### src/rtl/pa_cpu.sv
// Shared definitions for the CPU interrupt path: IRQ count, spurious vector
// and the handshake state encoding used by interrupt_controller.
package pa_cpu;

    localparam int NUM_IRQ = 8;
    localparam logic [7:0] SPURIOUS_VECTOR = 8'hFE;

    typedef enum logic [1:0] {
        IC_IDLE = 2'd0,
        IC_REQ  = 2'd1,
        IC_HOLD = 2'd2
    } e_int_ctrl_state;

endpackage

### src/rtl/irq_edge_sync.sv
// Per-line synchroniser for an asynchronous IRQ input, followed by a delay
// flop and a registered rising-edge pulse.
module irq_edge_sync #(
    parameter int SYNC_STAGES = 2
) (
    input  logic clk,
    input  logic arst_n,
    input  logic d,
    output logic rise
);

    logic [SYNC_STAGES-1:0] sync_r;
    logic                   sync_d_r;
    logic                   rise_r;

    // Metastability chain, delay flop and one-cycle rise pulse
    always_ff @(posedge clk or negedge arst_n) begin
        if (!arst_n) begin
            sync_r   <= '0;
            sync_d_r <= 1'b0;
            rise_r   <= 1'b0;
        end else begin
            sync_r   <= {sync_r[SYNC_STAGES-2:0], d};
            sync_d_r <= sync_r[SYNC_STAGES-1];
            rise_r   <= sync_r[SYNC_STAGES-1] & ~sync_d_r;
        end
    end

    assign rise = rise_r;

endmodule

### src/rtl/interrupt_controller.sv
// Latches synchronised IRQ edges as pending bits, masks them, and runs the
// request/acknowledge handshake with the microcode sequencer.
module interrupt_controller
    import pa_cpu::*;
#(
    parameter int SYNC_STAGES = 2
) (
    input  logic                 clk,
    input  logic                 arst_n,
    input  logic [NUM_IRQ-1:0]   irq_in,
    input  logic [7:0]           z_bus,
    input  logic                 status_irq_en,
    input  logic                 ctrl_irq_masks_wrt,
    input  logic                 ctrl_int_ack,
    input  logic                 ctrl_clear_all_ints,
    output logic                 int_pending,
    output logic [7:0]           int_vector,
    output logic [7:0]           irq_masks,
    output logic [7:0]           irq_pending_flags
);

    logic [NUM_IRQ-1:0] rise_s;
    logic [NUM_IRQ-1:0] active_s;
    logic [NUM_IRQ-1:0] ack_clr_s;
    logic [NUM_IRQ-1:0] pending_nxt_s;
    logic [NUM_IRQ-1:0] pending_r;
    logic [7:0]         masks_r;
    logic               ack_d_r;
    logic               ack_rise_s;
    logic               retire_s;
    logic [2:0]         win_idx_s;
    logic [7:0]         win_vector_s;
    e_int_ctrl_state    state_r;
    logic               int_pending_r;
    logic [7:0]         int_vector_r;

    // Lowest set index wins, so IRQ0 has the highest priority
    function automatic logic [2:0] lowest_idx(input logic [NUM_IRQ-1:0] v);
        logic [2:0] idx;
        idx = 3'd0;
        for (int i = NUM_IRQ - 1; i >= 0; i--) begin
            if (v[i]) begin
                idx = 3'(i);
            end else begin
                idx = idx;
            end
        end
        return idx;
    endfunction

    for (genvar g = 0; g < NUM_IRQ; g++) begin : g_sync
        irq_edge_sync #(.SYNC_STAGES(SYNC_STAGES)) u_sync (
            .clk    (clk),
            .arst_n (arst_n),
            .d      (irq_in[g]),
            .rise   (rise_s[g])
        );
    end

    // Winner selection, ack edge detection and the retire decision
    always_comb begin
        active_s     = pending_r & masks_r;
        ack_rise_s   = ctrl_int_ack & ~ack_d_r;
        win_idx_s    = lowest_idx(active_s);
        win_vector_s = {4'b0000, win_idx_s, 1'b0};
        retire_s     = (state_r == IC_REQ) && ack_rise_s && (|active_s);
        if (retire_s) begin
            ack_clr_s = 8'd1 << win_idx_s;
        end else begin
            ack_clr_s = 8'd0;
        end
    end

    // Per-bit pending update: clear_all, then new edge, then ack retire
    always_comb begin
        pending_nxt_s = pending_r;
        for (int i = 0; i < NUM_IRQ; i++) begin
            if (ctrl_clear_all_ints) begin
                pending_nxt_s[i] = 1'b0;
            end else if (rise_s[i]) begin
                pending_nxt_s[i] = 1'b1;
            end else if (ack_clr_s[i]) begin
                pending_nxt_s[i] = 1'b0;
            end else begin
                pending_nxt_s[i] = pending_r[i];
            end
        end
    end

    // Pending latches, mask register and ack edge history
    always_ff @(posedge clk or negedge arst_n) begin
        if (!arst_n) begin
            pending_r <= '0;
            masks_r   <= 8'h00;
            ack_d_r   <= 1'b0;
        end else begin
            pending_r <= pending_nxt_s;
            ack_d_r   <= ctrl_int_ack;
            if (ctrl_irq_masks_wrt) begin
                masks_r <= z_bus;
            end else begin
                masks_r <= masks_r;
            end
        end
    end

    // Handshake FSM with registered request and captured vector
    always_ff @(posedge clk or negedge arst_n) begin
        if (!arst_n) begin
            state_r       <= IC_IDLE;
            int_pending_r <= 1'b0;
            int_vector_r  <= 8'h00;
        end else begin
            if (ack_rise_s) begin
                int_vector_r <= retire_s ? win_vector_s : SPURIOUS_VECTOR;
            end else begin
                int_vector_r <= int_vector_r;
            end
            case (state_r)
                IC_IDLE: begin
                    if ((|active_s) && status_irq_en) begin
                        state_r       <= IC_REQ;
                        int_pending_r <= 1'b1;
                    end else begin
                        int_pending_r <= 1'b0;
                    end
                end
                IC_REQ: begin
                    if (retire_s) begin
                        state_r       <= IC_HOLD;
                        int_pending_r <= 1'b0;
                    end else if (!(|active_s) || !status_irq_en) begin
                        state_r       <= IC_IDLE;
                        int_pending_r <= 1'b0;
                    end else begin
                        int_pending_r <= 1'b1;
                    end
                end
                IC_HOLD: begin
                    state_r       <= IC_IDLE;
                    int_pending_r <= 1'b0;
                end
                default: begin
                    state_r       <= IC_IDLE;
                    int_pending_r <= 1'b0;
                end
            endcase
        end
    end

    assign int_pending       = int_pending_r;
    assign int_vector        = int_vector_r;
    assign irq_masks         = masks_r;
    assign irq_pending_flags = pending_r;

endmodule

### config.mk
export PLATFORM = sky130hd
export DESIGN_NAME = interrupt_controller
export DESIGN_NICKNAME = d
export VERILOG_FILES = /design/src/rtl/pa_cpu.sv /design/src/rtl/irq_edge_sync.sv /design/src/rtl/interrupt_controller.sv
export SDC_FILE = /design/constraint.sdc
export NUM_CORES = 1
export LEC_CHECK = 0
export CAP_MARGIN = 15
export CELL_PAD_IN_SITES_DETAIL_PLACEMENT = 0
export CELL_PAD_IN_SITES_GLOBAL_PLACEMENT = 1
export CORE_MARGIN = 8
export CORE_UTILIZATION = 30
export CTS_CLUSTER_DIAMETER = 100
export DETAILED_ROUTE_END_ITERATION = 8
export MAX_ROUTING_LAYER = met4
export PLACE_DENSITY = 0.67
export SYNTH_ARGS = -nofsm -noshare
export SYNTH_HDL_FRONTEND = slang
export SYNTH_SLANG_ARGS = --single-unit
### constraint.sdc
create_clock -name clk -period 4 [get_ports clk]
set_clock_uncertainty 0.15 [all_clocks]
set_input_delay 1 -clock clk [delete_from_list [all_inputs] [get_ports clk]]
set_output_delay 1 -clock clk [all_outputs]
set_load 0.01 [all_outputs]
==> results of run 1 <==
==> flip-flops by register name, indices dropped and copies added (netlist names) <==
| register | cells |
|---|---|
| irq_masks | 8 |
| int_vector | 4 |
| irq_pending_flags | 8 |
| g_sync.u_sync.sync_d_r | 8 |
| g_sync.u_sync.sync_r | 16 |
| g_sync.u_sync.rise | 8 |
| ack_d_r | 1 |
| int_pending | 1 |
| state_r | 2 |
==> final timing paths <==
path	cells after the start	endpoint	startpoint	slack, ps
max in group asynchronous	2	irq_masks[4]$_DFFE_PN0P_	arst_n	2350
worst min-delay path	0	g_sync[2].u_sync.sync_r[1]$_DFF_PN0_	g_sync[2].u_sync.sync_r[0]$_DFF_PN0_	200
worst min register to register	0	g_sync[2].u_sync.sync_r[1]$_DFF_PN0_	g_sync[2].u_sync.sync_r[0]$_DFF_PN0_	200
min in group asynchronous	1	int_vector[2]$_DFFE_PN0P_	arst_n	570
worst max register to register	3	irq_pending_flags[4]$_DFFE_PN0P_	state_r[1]$_DFFE_PN0P_	2340
worst max-delay path	1	irq_masks[0]	irq_masks[0]$_DFFE_PN0P_	1510
==> power by group through the flow <==
stage | combinational (mW) | sequential (mW) | clock (mW)
6_report | 0.159 | 0.633 | 0.308
5_1_grt | 0.172 | 0.639 | 0.350
2_1_floorplan | 0.0649 | 0.648 | 0
3_3_place_gp | 0.158 | 0.643 | 0
3_5_place_dp | 0.161 | 0.645 | 0
4_1_cts | 0.162 | 0.634 | 0.322
==> cells by family (layout without fill, tap and decap cells) <==
family | after synthesis | after routing | synth area share, %
and+or+nand+nor | 44 | 44 | 12.3
other | 1 | 1 | 0.190
buffers and inverters | 8 | 55 | 2.66
muxes | 8 | 8 | 4.56
AOI/OAI and AO/OA | 23 | 23 | 9.37
DFF | 56 | 56 | 70.9
==> cell usage in the layout (no fill, tap or decap) <==
| cell type | Yosys | routed |
|---|---|---|
| conb_1 | 1 | 1 |
| mux2_2 | 8 | 8 |
| o21ai_1 | 1 | 1 |
| nand4_1 | 2 | 2 |
| o22a_1 | 1 | 1 |
| nor3_1 | 1 | 1 |
| and2_4 | 1 | 1 |
| a21oi_1 | 6 | 6 |
| a22oi_2 | 1 | 1 |
| nor2b_1 | 9 | 9 |
| nor4b_1 | 2 | 2 |
| a211oi_1 | 2 | 2 |
| a22o_1 | 2 | 2 |
| o31a_1 | 1 | 1 |
| nand3_1 | 3 | 3 |
| clkbuf_8 | 0 | 5 |
| nand2_1 | 7 | 7 |
| nor2_1 | 12 | 12 |
| o21a_1 | 1 | 1 |
| clkinv_4 | 0 | 1 |
| buf_2 | 1 | 1 |
| or2_1 | 1 | 1 |
| a31oi_1 | 2 | 2 |
| buf_4 | 4 | 1 |
| dfrtp_1 | 56 | 56 |
| inv_1 | 1 | 1 |
| and4bb_1 | 1 | 1 |
| a32oi_1 | 1 | 1 |
| and2_1 | 1 | 1 |
| a211oi_2 | 1 | 1 |
| clkinvlp_4 | 0 | 2 |
| nor3_2 | 1 | 1 |
| a311o_1 | 1 | 1 |
| o31ai_4 | 1 | 1 |
| clkdlybuf4s50_1 | 0 | 44 |
| and4b_1 | 1 | 1 |
| nand2_2 | 2 | 2 |
| a22oi_1 | 2 | 2 |
==> final cells by class <==
type / instances / area [um^2] / share of cell area, %
Sequential cell: 56 / 1400 / 54.5
Inverter: 1 / 3.75 / 0.146
Multi-Input combinational cell: 76 / 523 / 20.4
Timing Repair Buffer: 46 / 453 / 17.6
Clock buffer: 5 / 68.8 / 2.68
Clock inverter: 3 / 23.8 / 0.925
Tap cell: 77 / 96.3 / 3.75
==> per-stage QoR <==
stage | utilization (%) | std cells | hold WS [ps] | power (mW)
after detailed placement | 39.0 | 256 | 185 | 0.806
final | 40.5 | 264 | 205 | 1.10
after floorplan | - | 140 | 181 | 0.713
after global placement | 39.0 | 256 | 182 | 0.801
after global routing | 40.5 | 264 | 210 | 1.16
after CTS | 40.5 | 264 | 208 | 1.12
==> routing by layer <==
layer | up-vias | part of all wire (%) | GRT usage (%)
met3 | 7 | 6.5 | 3.34
met1 | 616 | 40 | 9.00
met2 | 41 | 52 | 14.2
li1 | 573 | - | -
met5 | - | 0 | -
met4 | 0 | 1.7 | 3.55
==> impl_metrics.json, run 1 <==
{
  "dr.pass1.iters": 4,
  "slew_headroom_pct": 55.6,
  "wirelength_mm": 3.89,
  "rows": 29,
  "stdcell_area_um2": 2570,
  "start_util_pct": 31.1,
  "numCtsBuffers": 5,
  "drtIter0Drc": 20,
  "yosysMostFrequentCell": "dfrtp_1",
  "p_switching_mw": 0.282,
  "fin_nets": 208,
  "grt_pass1_vias": 1341,
  "slew_violations": 0,
  "hold_path.class": "register to register",
  "yosys_warnings": 0,
  "setup_ws_ps": 1510,
  "post-route-drc-count": 0,
  "grt_usage_pct": 8.61,
  "grt_pass1_wl_mm": 6.46,
  "die_area_um2": 9440,
  "period_share_pct": 62.3,
  "status": "finished clean",
  "tns_ps": 0,
  "slowest_stage": "clkdlybuf4s50_1",
  "post-dp-hpwl_mm": 2.93,
  "clkSlewWorstSetupHoldPaths_ps": 100,
  "synth_flop_cell": "dfrtp_1",
  "synth_top_area_share_pct": 70.9,
  "p_leak_nw": 1.07,
  "cts_resized": 0,
  "post_drt_wl_per_cell_um": 14.7,
  "seqPwrFrac_pct": 57.6,
  "clk_latency_ps": 310,
  "io_buffers": 45,
  "cts_setup_buffers": 0,
  "synth-seq-cells": 56,
  "preCtsSetupSlack_ps": 1300,
  "pwr-share-comb_pct": 14.4,
  "overflow": 0,
  "netlist_top_cells_count": "dfrtp_1 (56), nor2_1 (12), nor2b_1 (9), mux2_2 (8), nand2_1 (7)",
  "drive_above_1_share_pct": 13.4,
  "synth_edf_count": 0,
  "critPathMaxFanout": 6,
  "path_delay_family": "buffers and inverters",
  "syn_nets": 162,
  "sw_frac_of_total_pct": 25.7,
  "crit_type": "register to output pin",
  "power_density_nw_per_um2": 428,
  "internal_power_mw": 0.817,
  "cts.sinks": 56,
  "via_per_inst": 4.69,
  "yosysTopAreaCell": "dfrtp_1",
  "setup-violations-final": 0,
  "rsz0062_at_grt": "no",
  "core_um2": 6350,
  "area_growth_pct": 30.0,
  "period_needed_ps": 2490,
  "worstPathCellList": "clkdlybuf4s50_1",
  "cts-hold-fix-buffers": 0,
  "maxCapViolCount": 0,
  "fill_cells": 585,
  "cts_tree": "yes",
  "cp.required_ps": 2850,
  "die-width_um": 97.2,
  "vdd_drop_max_uv": 162,
  "placed_cell_area_um2": 2480,
  "power.share.clock_pct": 28.0,
  "n_antenna_cell": 0,
  "tightest_slew_ps": 665,
  "avgSynthCellArea_um2": 14.1,
  "htreeDepth": 2,
  "worstPathArrival_ps": 1340,
  "startpoint_type": "register",
  "yosys.cell_types.count": 36,
  "ant_nets": 0,
  "boundaryPins": 47,
  "synth_area_um2": 1980,
  "hold_violations": 0,
  "critPathBufInv": 1,
  "dr_total_vias": 1237,
  "syn_inst": 140,
  "max_freq_ghz": 0.401,
  "root_buffer": "clkbuf_8",
  "antenna_found_initial": 0,
  "grt_max_degree": 32,
  "synthTopCellsByArea": "dfrtp_1 (71%), mux2_2 (4.6%), nor2b_1 (2.8%), nor2_1 (2.3%), a21oi_1 (1.5%)",
  "synthArstFlopShare_pct": 100,
  "slowest_delay_ps": 590,
  "die_h_um": 97.2,
  "gp_congestion": 0.804,
  "synth-seq-area-share_pct": 70.9,
  "clockBufferDepth": 2,
  "end_kind": "output pin"
}
Note: power is estimated with default switching activity, not from simulation.
==> run 2, diff against run 1 <==
PLACE_DENSITY = 0.69   (was 0.67)
clock period = 2.25 ns   (was 4 ns; I/O delays follow)
==> run 2 against run 1 <==
Compared with the run above: combinational power increased by 81%; die area unchanged; setup slack worse by 1300 ps; count of clock-buffer cells in the layout up 1.
==> impl_metrics.json, run 2 (synthesis gave the netlist of run 1 again) <==
{
  "drtIter0Drc": 55,
  "slowest_stage": "clkdlybuf4s50_1",
  "boundaryPins": 47,
  "die-width_um": 97.2,
  "power_density_nw_per_um2": 746,
  "htreeDepth": 2,
  "hold_path.class": "primary input to asynchronous set/reset pin",
  "start_util_pct": 31.1,
  "tns_ps": 0,
  "grt_max_degree": 57,
  "period_share_pct": 91.1,
  "rr_endpoint": "irq_pending_flags[6]$_DFFE_PN0P_",
  "dp_cells": 259,
  "fill_cells": 568,
  "ant_nets": 0,
  "dr_total_vias": 1206,
  "path_delay_family": "buffers and inverters",
  "critPathMaxFanout": 6,
  "clkSlewWorstSetupHoldPaths_ps": 100,
  "critPathBufInv": 1,
  "post-route-drc-count": 0,
  "area_growth_pct": 31.6,
  "core_um2": 6350,
  "max_freq_ghz": 0.488,
  "regMostFlops": "g_sync.u_sync.sync_r",
  "overflow": 0,
  "slowest_delay_ps": 580,
  "via_per_inst": 4.52,
  "grt_pass1_vias": 1284,
  "cts_tree": "yes",
  "wirelength_mm": 3.74,
  "maxCapViolCount": 0,
  "dr.pass1.iters": 4,
  "die_area_um2": 9440,
  "post_drt_wl_per_cell_um": 14.0,
  "worstPathCellList": "clkdlybuf4s50_1",
  "status": "finished clean",
  "cts-hold-fix-buffers": 0,
  "largest_register_ffs": 16,
  "numCtsBuffers": 5,
  "drive_above_1_share_pct": 14.2,
  "rsz0062_at_grt": "no",
  "p_leak_nw": 1.09,
  "period_needed_ps": 2050,
  "power_mw": 1.94,
  "fin_nets": 211,
  "clk_latency_ps": 300,
  "reg2reg_setup_slack_ps": 640,
  "worstRegToRegCells": 4,
  "final_cell_mix": "dfrtp_1 (56), clkdlybuf4s50_1 (44), nor2_1 (12)",
  "post-dp-hpwl_mm": 2.69,
  "root_buffer": "clkbuf_8",
  "cp_num_cells": 1,
  "slew_violations": 0,
  "cp.required_ps": 1540,
  "crit_type": "register to output pin",
  "utilization_pct": 41.0,
  "setup-violations-final": 0,
  "hold_violations": 0,
  "io_buffers": 45,
  "reg2reg_from": "irq_masks[2]$_DFFE_PN0P_",
  "cts_setup_buffers": 0,
  "vdd_drop_max_uv": 349,
  "final_common_cell": "dfrtp_1",
  "cts_resized": 0,
  "rows": 29,
  "startpoint_type": "register",
  "n_antenna_cell": 0,
  "fin_cells": 267,
  "stdcell_area_um2": 2600,
  "clockBufferDepth": 2,
  "end_kind": "output pin",
  "worstPathArrival_ps": 1340,
  "die_h_um": 97.2,
  "grt_pass1_wl_mm": 6.38,
  "placed_cell_area_um2": 2510,
  "cts.sinks": 56,
  "antenna_found_initial": 0,
  "gp_congestion": 0.767,
  "grt_usage_pct": 8.41
}
-- run 2: changes by cell type in the layout (fill, tap and decap cells not counted) --
cell	change
clkbuf_1	+1
buf_12	+1
buf_4	+2
clkinvlp_4	-1
-- run 2: area by class of cell --
class                      count  area (um^2)  area share [%]
clock buffer                   6         72.6            2.79
inverter                       1         3.75           0.144
multi-input combinational     76          523            20.1
clock inverter                 2         16.3           0.625
tap                           77         96.3            3.70
timing repair buffer          49          488            18.8
sequential                    56         1400            53.9
-- run 2: per-stage QoR --
stage               worst slack [ps]  hold WS, ps
floorplan                        713          117
global placement                 188          182
detailed placement               164          186
CTS                              173          103
global route                     142          109
finish                           199         86.0
-- run 2: routing by layer --
metal	vias up	global-route usage, %	share of wire [%]
met2	30	13.0	49
li1	577	-	-
met5	-	-	0
met4	0	2.13	0.72
met3	4	3.20	5.5
met1	595	10.1	45
-- run 2: how the worst max path moves through the flow --
| stage | start | to | slack (ps) |
|---|---|---|---|
| after detailed placement | ctrl_int_ack | irq_pending_flags[6]$_DFFE_PN0P_ | 160 |
| after CTS | irq_masks[0]$_DFFE_PN0P_ | irq_masks[0] | 170 |
| after global routing | irq_masks[0]$_DFFE_PN0P_ | irq_masks[0] | 140 |
| after global placement | ctrl_int_ack | irq_pending_flags[6]$_DFFE_PN0P_ | 190 |
| after floorplan | ctrl_int_ack | irq_pending_flags[6]$_DFFE_PN0P_ | 710 |
| final | irq_masks[0]$_DFFE_PN0P_ | irq_masks[0] | 200 |
-- run 2: report_power, final --
group	total, mW	internal, mW	switching [mW]	leakage [nW]
Clock	0.529	0.222	0.308	0.0414
Combinational	0.287	0.163	0.123	0.379
Sequential	1.12	1.07	0.0494	0.670
Total	1.94	1.46	0.480	1.09
